$ cat src/rtl/sqr_pkg.sv
// Shared types and helpers for the iterative squarer.
package sqr_pkg;

  typedef enum logic [1:0] {
    IDLE = 2'd0,
    BUSY = 2'd1,
    DONE = 2'd2
  } state_e;

  localparam int unsigned SQR_W_DEFAULT = 6;

  // Step-counter width; it has to index bits 0..W-1 of the multiplier.
  function automatic int unsigned cnt_width(input int unsigned w);
    return (w > 1) ? $clog2(w) : 1;
  endfunction

endpackage

$ cat src/rtl/sqr_abs.sv
// Conditional magnitude of a W-bit operand; the only place signed data is interpreted.
module sqr_abs
  import sqr_pkg::*;
#(
  parameter int unsigned W = SQR_W_DEFAULT
) (
  input  logic [W-1:0] data_i,
  input  logic         signed_i,
  output logic [W-1:0] abs_c_o
);

  logic neg_c;

  // -2^(W-1) negates to itself, which read unsigned is exactly 2^(W-1).
  assign neg_c   = signed_i & data_i[W-1];
  assign abs_c_o = neg_c ? (~data_i + W'(1)) : data_i;

endmodule

$ cat src/rtl/sqr_iter.sv
// Iterative W-bit squarer: one shift-add step per cycle, valid/ready on both sides.
module sqr_iter
  import sqr_pkg::*;
#(
  parameter int unsigned W = SQR_W_DEFAULT
) (
  input  logic             clk,
  input  logic             rst_n,
  input  logic             in_valid,
  output logic             in_ready,
  input  logic [W-1:0]     in_data,
  input  logic             in_signed,
  output logic             out_valid,
  input  logic             out_ready,
  output logic [2*W-1:0]   out_data,
  output logic             busy
);

  localparam int unsigned CW = cnt_width(W);
  localparam int unsigned AW = 2 * W;

  state_e          state_q, state_d;
  logic [W-1:0]    a_q, a_d;
  logic [W-1:0]    m_q, m_d;
  logic [AW-1:0]   acc_q, acc_d;
  logic [CW-1:0]   cnt_q, cnt_d;
  logic [AW-1:0]   out_data_q, out_data_d;
  logic            in_ready_q, in_ready_d;
  logic            out_valid_q, out_valid_d;
  logic            busy_q, busy_d;

  logic [W-1:0]    abs_c;
  logic [AW-1:0]   step_c;
  logic [AW-1:0]   acc_step_c;
  logic            last_c;

  sqr_abs #(.W(W)) u_abs (
    .data_i   (in_data),
    .signed_i (in_signed),
    .abs_c_o  (abs_c)
  );

  // Partial product for the current multiplier bit.
  assign step_c     = m_q[cnt_q] ? (AW'(a_q) << cnt_q) : '0;
  assign acc_step_c = acc_q + step_c;
  assign last_c     = (cnt_q == CW'(W - 1));

  always_comb begin
    state_d    = state_q;
    a_d        = a_q;
    m_d        = m_q;
    acc_d      = acc_q;
    cnt_d      = cnt_q;
    out_data_d = out_data_q;

    case (state_q)
      IDLE: begin
        if (in_valid && in_ready_q) begin
          state_d = BUSY;
          a_d     = abs_c;
          m_d     = abs_c;
          acc_d   = '0;
          cnt_d   = '0;
        end
      end
      BUSY: begin
        acc_d = acc_step_c;
        cnt_d = cnt_q + CW'(1);
        if (last_c) begin
          state_d    = DONE;
          out_data_d = acc_step_c;
        end
      end
      DONE: begin
        if (out_ready) begin
          state_d = IDLE;
        end
      end
      default: state_d = IDLE;
    endcase

    // Status outputs are decodes of the next state so they stay registered.
    in_ready_d  = (state_d == IDLE);
    out_valid_d = (state_d == DONE);
    busy_d      = (state_d != IDLE);
  end

  always_ff @(posedge clk or negedge rst_n) begin
    if (!rst_n) begin
      state_q     <= IDLE;
      a_q         <= '0;
      m_q         <= '0;
      acc_q       <= '0;
      cnt_q       <= '0;
      out_data_q  <= '0;
      in_ready_q  <= 1'b1;
      out_valid_q <= 1'b0;
      busy_q      <= 1'b0;
    end else begin
      state_q     <= state_d;
      a_q         <= a_d;
      m_q         <= m_d;
      acc_q       <= acc_d;
      cnt_q       <= cnt_d;
      out_data_q  <= out_data_d;
      in_ready_q  <= in_ready_d;
      out_valid_q <= out_valid_d;
      busy_q      <= busy_d;
    end
  end

  assign in_ready  = in_ready_q;
  assign out_valid = out_valid_q;
  assign out_data  = out_data_q;
  assign busy      = busy_q;

endmodule

$ cat config.mk
export PLATFORM = sky130hd
export DESIGN_NAME = sqr_iter
export DESIGN_NICKNAME = d
export VERILOG_FILES = /design/src/rtl/sqr_pkg.sv /design/src/rtl/sqr_abs.sv /design/src/rtl/sqr_iter.sv
export SDC_FILE = /design/constraint.sdc
export NUM_CORES = 1
export LEC_CHECK = 0
export ABC_AREA = 0
export BUFFER_PORTS_ARGS = -buffer_cell sky130_fd_sc_hd__buf_2
export CORE_UTILIZATION = 63
export DETAILED_ROUTE_END_ITERATION = 16
export GPL_TIMING_DRIVEN = 1
export MAX_ROUTING_LAYER = met4
export PLACE_DENSITY = 0.86
export SYNTH_ARGS = -nofsm -noshare
export SYNTH_HDL_FRONTEND = slang
export SYNTH_SLANG_ARGS = --single-unit
$ cat constraint.sdc
create_clock -name clk -period 5.2 [get_ports clk]
set_input_delay 0.26 -clock clk [delete_from_list [all_inputs] [get_ports clk]]
set_output_delay 0.26 -clock clk [all_outputs]
set_load 0.005 [all_outputs]
==> flow_summary.yaml, run 1 <==
timing:
  worst_hold_slack_ps: 55.7
  timing.final.ws_setup_ps: 1920
  slew_viol_final: 0
  fin_crit_ps: 3280
  tns_ps: 0
  setup_violations: 0
  worst_slew_margin_rel_pct: 39.6
  finalHoldViolations: 0
  rsz0062_at_grt: "false"
  max_freq_ghz: 0.305
  final.period_utilization_pct: 63.0
  worst_pin_slew_ps: 903
  clock_skew_ps: 5.02
cts:
  clkTransAtPathRegs_ps: 70
  hold_buffers: 0
  cts_root_buf: "clkbuf_8"
  postCtsSetupRepairBufs: 0
  numCtsBuffers: 5
  htree_levels: 2
  cts_buffer_depth: 2
  cts_sinks: 38
  clkLatencyLatePin_ps: 300
  tritoncts: "yes"
  cts_resized: 0
synth:
  synth.area.top_cells: "dfrtp_1, ha_1, nand2_1"
  syn_area_per_cell_um2: 8.97
  yosys-top-cells-count: "nand2_1, dfrtp_1, nor2_1"
  synth-edff-count: 0
  synthCells: 266
  yosysTopAreaCell: "dfrtp_1"
  synthDistinctLibCells: 54
  synth_top_area_share_pct: 38.8
  ys_ff_latch: 38
  syn_nets: 292
  async_flop_share_pct: 100
  yosysMostFrequentCell: "nand2_1"
  synthesis.area_um2: 2380
  ys_dominant_reg_cell: "dfrtp_1"
  synth_warnings: 0
  yosysSeqAreaShare_pct: 39.9
worst_setup_path:
  critPathMaxStageDelay_ps: 670
  cp.required_ps: 5380
  cp_max_fo: 14
  crit_family: "compound AO/OA/AOI/OAI gates"
  cp_cell_sequence: "mux4_2 -> nand2_1 -> o31a_1 -> a211oi_1 -> ha_1 -> o211ai_2 -> o21ai_2 -> a31oi_2 -> and4_1 -> or3_1"
  cp_slowest_cell: "dfrtp_1"
  worstSetupPathType: "reg -> reg"
  critPathLaunchType: "flop"
  arrival_ps: 3460
  worst-path-buf-inv: 0
  endpoint_kind: "flop"
pwr:
  power_density_nw_per_um2: 684
  finalPower_mw: 1.82
  peakVddDrop_mv: 0.383
  power_leakage_nw: 1.32
layout:
  regArea_um2: 952
  syn_to_final_growth_pct: 11.6
  fin_util_pct: 76.7
  design_area_um2: 2660
  stdcell_count: 335
  multiInputGateArea_um2: 1340
  final_layout_size_suffix_gt1_share_pct: 17.6
  fill_cells: 271
  num_antenna_cells: 0
  nets: 314
global_route:
  overflow: 0
  first_global_vias: 1937
  grt_pass1_wl_um: 8800
  grt_antenna_before_repair: 0
  grt_max_degree: 39
  track_usage_pct: 29.6
detailed_routing:
  routed-wl-met3_um: 256
  num_vias: 2029
  dr.first_iter.drc_count: 135
  wirelength_um: 5150
  ant_nets: 0
  drc: 0
  routed_via_density: 6.06
  drt_pass1_iterations: 5
  wl_met2_um: 2510
  met1Wirelength_um: 2260
  wire_per_inst_um: 15.4
  top_layer_used: "met4"
status:
  status: "completed"
die:
  die_w_um: 63.5
  std_cell_rows: 21
  core_area_um2: 3470
  start_util_pct: 68.8
  die_h_um: 63.5
  io_pins: 26
  die_area_um2: 4040
placement:
  hpwl_um: 3610
  pre_cts_slack_ps: 1970
  place_area_um2: 2520
  gp_congestion: 0.898
  numPortBuffers: 25
  dp_cells: 327
min_path:
  min_path_type: "in -> async"
run:
  max-cap-violations: 0
==> cell type report <==
type                       instances  area share [%]
clock buffer                       6            3.10
clock inverter                     2            2.26
sequential                        38            35.8
tap                               46            2.16
timing repair buffer              26            4.98
multi-input combinational        207            50.3
inverter                          10            1.41
==> kinds of logic after synthesis <==
| family | count (synthesis) | synth area share [%] |
|---|---|---|
| DFF | 38 | 39.9 |
| buffers and inverters | 21 | 3.93 |
| xor gates and xnor gates | 11 | 4.04 |
| adders and majority gates | 15 | 8.18 |
| and+or+nand+nor | 102 | 20.2 |
| muxes | 12 | 5.77 |
| AOI/OAI and AO/OA | 67 | 17.9 |
==> routing by layer <==
layer,GRT usage (%),vias up
met5,-,-
met4,13.4,0
met3,6.88,13
met2,46.4,56
met1,36.3,973
li1,-,987
==> report_power, final <==
part	total (mW)	switching, mW	internal (mW)
Combinational	0.957	0.574	0.382
Clock	0.309	0.104	0.205
Sequential	0.555	0.128	0.427
Total	1.82	0.807	1.01
==> layout by cell type, fill, tap and decap left out, types with 5 or more instances in the layout <==
cell,n
nor2_1,21
ha_1,14
a21oi_1,19
nand2_1,41
nand2b_1,5
o21ai_0,18
xor2_1,7
buf_2,25
mux2i_1,7
nand3_1,10
clkbuf_8,6
inv_1,9
dfrtp_1,37
==> worst paths after layout <==
kind,startpoint,endpoint,slack (ps),cells past startpoint
max in group asynchronous,rst_n,m_q[3]$_DFFE_PN0P_,4620,1
worst min-delay path,rst_n,busy$_DFF_PN0_,60,1
min in group clk,in_data[0],m_q[0]$_DFFE_PN0P_,230,2
worst min register to register,out_data[0]$_DFFE_PN0P_,out_data[0]$_DFFE_PN0P_,480,2
worst max register to register,cnt_q[0]$_DFFE_PN0P_,out_data[11]$_DFFE_PN0P_,1920,10
worst max-delay path,cnt_q[0]$_DFFE_PN0P_,out_data[11]$_DFFE_PN0P_,1920,10
==> sequential cells by signal (all words and copies together) (netlist names) <==
| signal | flops |
|---|---|
| acc_q | 12 |
| cnt_q | 3 |
| out_valid | 1 |
| out_data | 12 |
| m_q | 6 |
| state_q | 2 |
| busy | 1 |
| in_ready | 1 |
No activity file was read; power rests on OpenSTA's default activity.
==> inputs of run 2 (changes only) <==
- CORE_UTILIZATION: 63 -> 58
- PLACE_DENSITY: 0.86 -> 0.8
- clock period: 5.2 -> 3.4 ns (I/O delays scaled with it)
==> run 2 against run 1 <==
Compared with the run above:
- combinational power is 62% higher
- non-clock buffer count is 4 higher
- clock power is 52% higher
- register-to-register slack worse by 1600 ps
- first-iteration DRC count is 29% lower
- critical endpoint unchanged
- largest power group unchanged
==> flow_summary.yaml, run 2 (synthesis gave the netlist of run 1 again) <==
layout:
  nets: 318
  syn_to_final_growth_pct: 12.9
  stdcell_count: 341
  regArea_um2: 952
  fill_cells: 315
  final_layout_size_suffix_gt1_share_pct: 18.4
  num_antenna_cells: 0
  multiInputGateArea_um2: 1340
  final_common_cell: "nand2_1"
  final_cell_mix: "nand2_1, dfrtp_1, buf_2, nor2_1, a21oi_1"
worst_setup_path:
  rrSetupSlack_ps: 370
  cp_max_fo: 12
  endpoint_kind: "flop"
  arrival_ps: 3210
  worstSetupPathType: "reg -> reg"
  cp.required_ps: 3580
  critPathLaunchType: "flop"
timing:
  max_freq_ghz: 0.330
  worst_hold_slack_ps: 140
  rsz0062_at_grt: "false"
  slew_viol_final: 0
  fin_crit_ps: 3030
  setup_violations: 0
  final.period_utilization_pct: 89.0
  worst_slew_margin_rel_pct: 44.6
  finalHoldViolations: 0
  worst_pin_slew_ps: 828
  clock_skew_ps: 8.24
  tns_ps: 0
pwr:
  power_density_nw_per_um2: 1050
  peakVddDrop_mv: 0.620
  power_leakage_nw: 1.33
die:
  io_pins: 26
  start_util_pct: 62.8
  die_h_um: 66.1
  std_cell_rows: 22
  core_area_um2: 3800
  die_area_um2: 4370
  die_w_um: 66.1
cts:
  tritoncts: "yes"
  clkTransAtPathRegs_ps: 80
  postCtsSetupRepairBufs: 0
  numCtsBuffers: 5
  htree_levels: 2
  clkLatencyLatePin_ps: 300
  cts_sinks: 38
  cts_buffer_depth: 2
  cts_root_buf: "clkbuf_8"
global_route:
  busiest_layer: "met2"
  grt_max_degree: 39
  met2_usage_pct: 46.3
  gr-usage-met1_pct: 33.0
  use_met3_pct: 4.83
  grt_antenna_before_repair: 0
  track_usage_pct: 27.7
  overflow: 0
  grt_pass1_wl_um: 8700
  first_global_vias: 1914
placement:
  gp_congestion: 0.925
  hpwl_um: 3880
  numPortBuffers: 25
  dp_cells: 332
detailed_routing:
  wirelength_um: 5300
  ant_nets: 0
  num_vias: 2052
  drc: 0
  wire_per_inst_um: 15.5
  routed_via_density: 6.02
  drt_pass1_iterations: 4
  dr.first_iter.drc_count: 96
run:
  max-cap-violations: 0
min_path:
  min_path_type: "in -> reg"
status:
  status: "completed"
==> run 2: changes by cell type in the layout (fill, tap and decap cells not counted) <==
cell / before / now
buf_4: 1 / 4
clkbuf_8: 6 / 5
clkinv_4: 0 / 1
dlygate4sd3_1: 0 / 1
==> run 2: path summary, 6_finish.rpt <==
check | from | endpoint | depth (start not counted)
worst max-delay path | cnt_q[2]$_DFFE_PN0P_ | out_data[11]$_DFFE_PN0P_ | 9
worst min-delay path | in_data[5] | m_q[5]$_DFFE_PN0P_ | 3
worst max register to register | cnt_q[2]$_DFFE_PN0P_ | out_data[11]$_DFFE_PN0P_ | 9
worst min register to register | out_data[0]$_DFFE_PN0P_ | out_data[0]$_DFFE_PN0P_ | 2
max in group asynchronous | rst_n | cnt_q[0]$_DFFE_PN0P_ | 2
min in group asynchronous | rst_n | state_q[1]$_DFF_PN0_ | 2
==> run 2: routing by layer <==
metal,vias up,share of wire (%)
met1,992,44
met4,0,1.8
met5,-,0
met2,48,50
met3,11,3.7
li1,1001,-
==> run 2: where the power goes <==
part	total, mW	leakage (nW)	switching [mW]	internal [mW]
logic	1.55	0.785	0.939	0.610
clock network	0.470	0.0683	0.176	0.294
registers	0.805	0.479	0.151	0.653
==> run 2: area by class of cell <==
type	instances	area share [%]
clock inverter	3	2.56
multi-input combinational	207	49.7
tap	48	2.23
timing repair buffer	30	6.14
inverter	10	1.39
sequential	38	35.4
clock buffer	5	2.56
==> run 2: worst max-delay path, stage by stage (launching register included) <==
cell and delay (ps):
dfrtp_1 560, clkinv_1 300, o31a_1 410, a211oi_1 260, ha_1 340, a21oi_1 210, o21ai_2 110, a31oi_2 300
o41ai_1 120, or3_1 310
==> run 2: metrics by stage <==
step	power [mW]	area, µm²	setup WS, ps	utilization (%)
floorplan	1.94	2380	643	-
global placement	2.28	2540	554	67.0
detailed placement	2.33	2540	416	67.0
CTS	2.82	2690	409	70.8
global route	3.04	2690	189	70.8
finish	2.82	2690	373	70.8
==> run 2: timing repair <==
action                                  4_1_cts  5_1_grt
endpoints found under the setup margin        0        0
gates resized for setup                       0        0
hold buffers                                  1        0
hold endpoints to repair                     37        0
==> inputs of run 3 (changes only) <==
- CORE_UTILIZATION: 58 -> 61
- CTS_BUF_LIST: unset -> sky130_fd_sc_hd__clkbuf_8
- PLACE_DENSITY: 0.8 -> 0.83
==> run 3 against run 2 <==
Compared with the run above:
- sequential cell count unchanged
- register-to-register slack got worse by 20 ps
- global-route usage increased by 2.3 points
- cell count unchanged
- die area decreased by 4.8%
- wire length increased by 5.5%
- critical endpoint unchanged
==> flow_summary.yaml, run 3 (synthesis gave the netlist of run 1 again) <==
detailed_routing:
  wirelength_um: 5590
  dr.first_iter.drc_count: 139
  num_vias: 2072
  drc: 0
  drt_pass1_iterations: 4
  ant_nets: 0
  wire_per_inst_um: 16.4
  routed_via_density: 6.08
timing:
  fin_crit_ps: 3050
  setup_violations: 0
  max_freq_ghz: 0.328
  worst_slew_margin_rel_pct: 43.0
  tns_ps: 0
  slew_viol_final: 0
  worst_pin_slew_ps: 853
  timing.final.ws_setup_ps: 348
  final.period_utilization_pct: 89.8
  rsz0062_at_grt: "false"
  finalHoldViolations: 0
  clock_skew_ps: 8.87
cts:
  numCtsBuffers: 5
  cts_resized: 0
  cts_sinks: 38
  htree_levels: 2
  cts_buffer_depth: 2
  clkLatencyLatePin_ps: 300
  clkTransAtPathRegs_ps: 80
  postCtsSetupRepairBufs: 0
  cts_root_buf: "clkbuf_8"
  tritoncts: "yes"
  hold_buffers: 1
min_path:
  min_path_type: "in -> reg"
layout:
  syn_to_final_growth_pct: 12.9
  num_antenna_cells: 0
  fin_util_pct: 72.4
  final_layout_size_suffix_gt1_share_pct: 18.4
  nets: 318
  final_cell_mix: "nand2_1, dfrtp_1, buf_2, nor2_1, a21oi_1"
  stdcell_count: 341
  final_common_cell: "nand2_1"
die:
  std_cell_rows: 22
  io_pins: 26
  die_h_um: 64.5
  start_util_pct: 64.2
  die_area_um2: 4160
  die_w_um: 64.5
  core_area_um2: 3720
global_route:
  grt_pass1_wl_um: 9140
  grt_max_degree: 39
  grt_antenna_before_repair: 0
  track_usage_pct: 30.0
  overflow: 0
  first_global_vias: 2075
placement:
  gp_congestion: 0.901
  dp_cells: 332
  numPortBuffers: 25
  hpwl_um: 3830
  pre_cts_slack_ps: 427
pwr:
  power_leakage_nw: 1.33
  peakVddDrop_mv: 0.640
  p_sw_mw: 1.29
  p_sw_share_pct: 45.4
  pwr-share-seq_pct: 28.3
  internal_power_mw: 1.56
  clockPowerShare_pct: 16.6
  power_density_nw_per_um2: 1060
  pwr-share-comb_pct: 55.2
worst_setup_path:
  critPathLaunchType: "flop"
  cp.required_ps: 3580
  endpoint_kind: "flop"
  arrival_ps: 3230
  cp_max_fo: 12
  worstSetupPathType: "reg -> reg"
status:
  status: "completed"
run:
  max-cap-violations: 0
## run 3: critical path, cell delays in order (launching register included)
cell	delay, ps
dfrtp_1	580
clkinv_1	320
o31a_1	410
a211oi_1	230
ha_1	330
a21oi_1	210
o21ai_2	120
a31oi_2	320
o41ai_1	110
or3_1	320
## run 3: path summary, 6_finish.rpt
path	start	endpoint	slack (ps)	cells after the start
hold / removal	in_data[5]	m_q[5]$_DFFE_PN0P_	120	3
min in group asynchronous	rst_n	busy$_DFF_PN0_	490	2
setup reg to reg	cnt_q[2]$_DFFE_PN0P_	out_data[11]$_DFFE_PN0P_	350	9
max in group asynchronous	rst_n	cnt_q[2]$_DFFE_PN0P_	2380	2
setup / recovery	cnt_q[2]$_DFFE_PN0P_	out_data[11]$_DFFE_PN0P_	350	9
hold reg to reg	out_data[2]$_DFFE_PN0P_	out_data[2]$_DFFE_PN0P_	490	2
## run 3: routing by layer
metal	up-vias	GRT usage (%)	routed length, µm
met4	0	12.8	111
met5	-	-	0
met3	13	5.99	315
li1	996	-	-
met1	997	34.8	2410
met2	66	50.5	2750
## run 3: per-stage QoR
stage / total power, mW / area, µm² / hold WS [ps]
detailed placement: 2.32 / 2540 / 308
CTS: 2.83 / 2690 / 119
floorplan: 1.94 / 2380 / -126
finish: 2.85 / 2690 / 120
global placement: 2.27 / 2540 / 317
global route: 3.05 / 2690 / 157
## run 3: area by class of cell
| class | instances | area (µm²) |
|---|---|---|
| clock buffers | 5 | 68.8 |
| clock inverters | 3 | 68.8 |
| fillers | 284 | 1020 |
| inverters | 10 | 37.5 |
| multi-input cells | 207 | 1340 |
| flip-flops and latches | 38 | 952 |
| well taps | 48 | 60.1 |
| repair buffers | 30 | 165 |
## run 3: power by group through the flow
stage | clock network [mW] | logic, mW | registers (mW)
finish | 0.472 | 1.57 | 0.806
global route | 0.492 | 1.74 | 0.823
CTS | 0.473 | 1.55 | 0.803
detailed placement | 0 | 1.51 | 0.809
global placement | 0 | 1.47 | 0.796
floorplan | 0 | 1.16 | 0.776
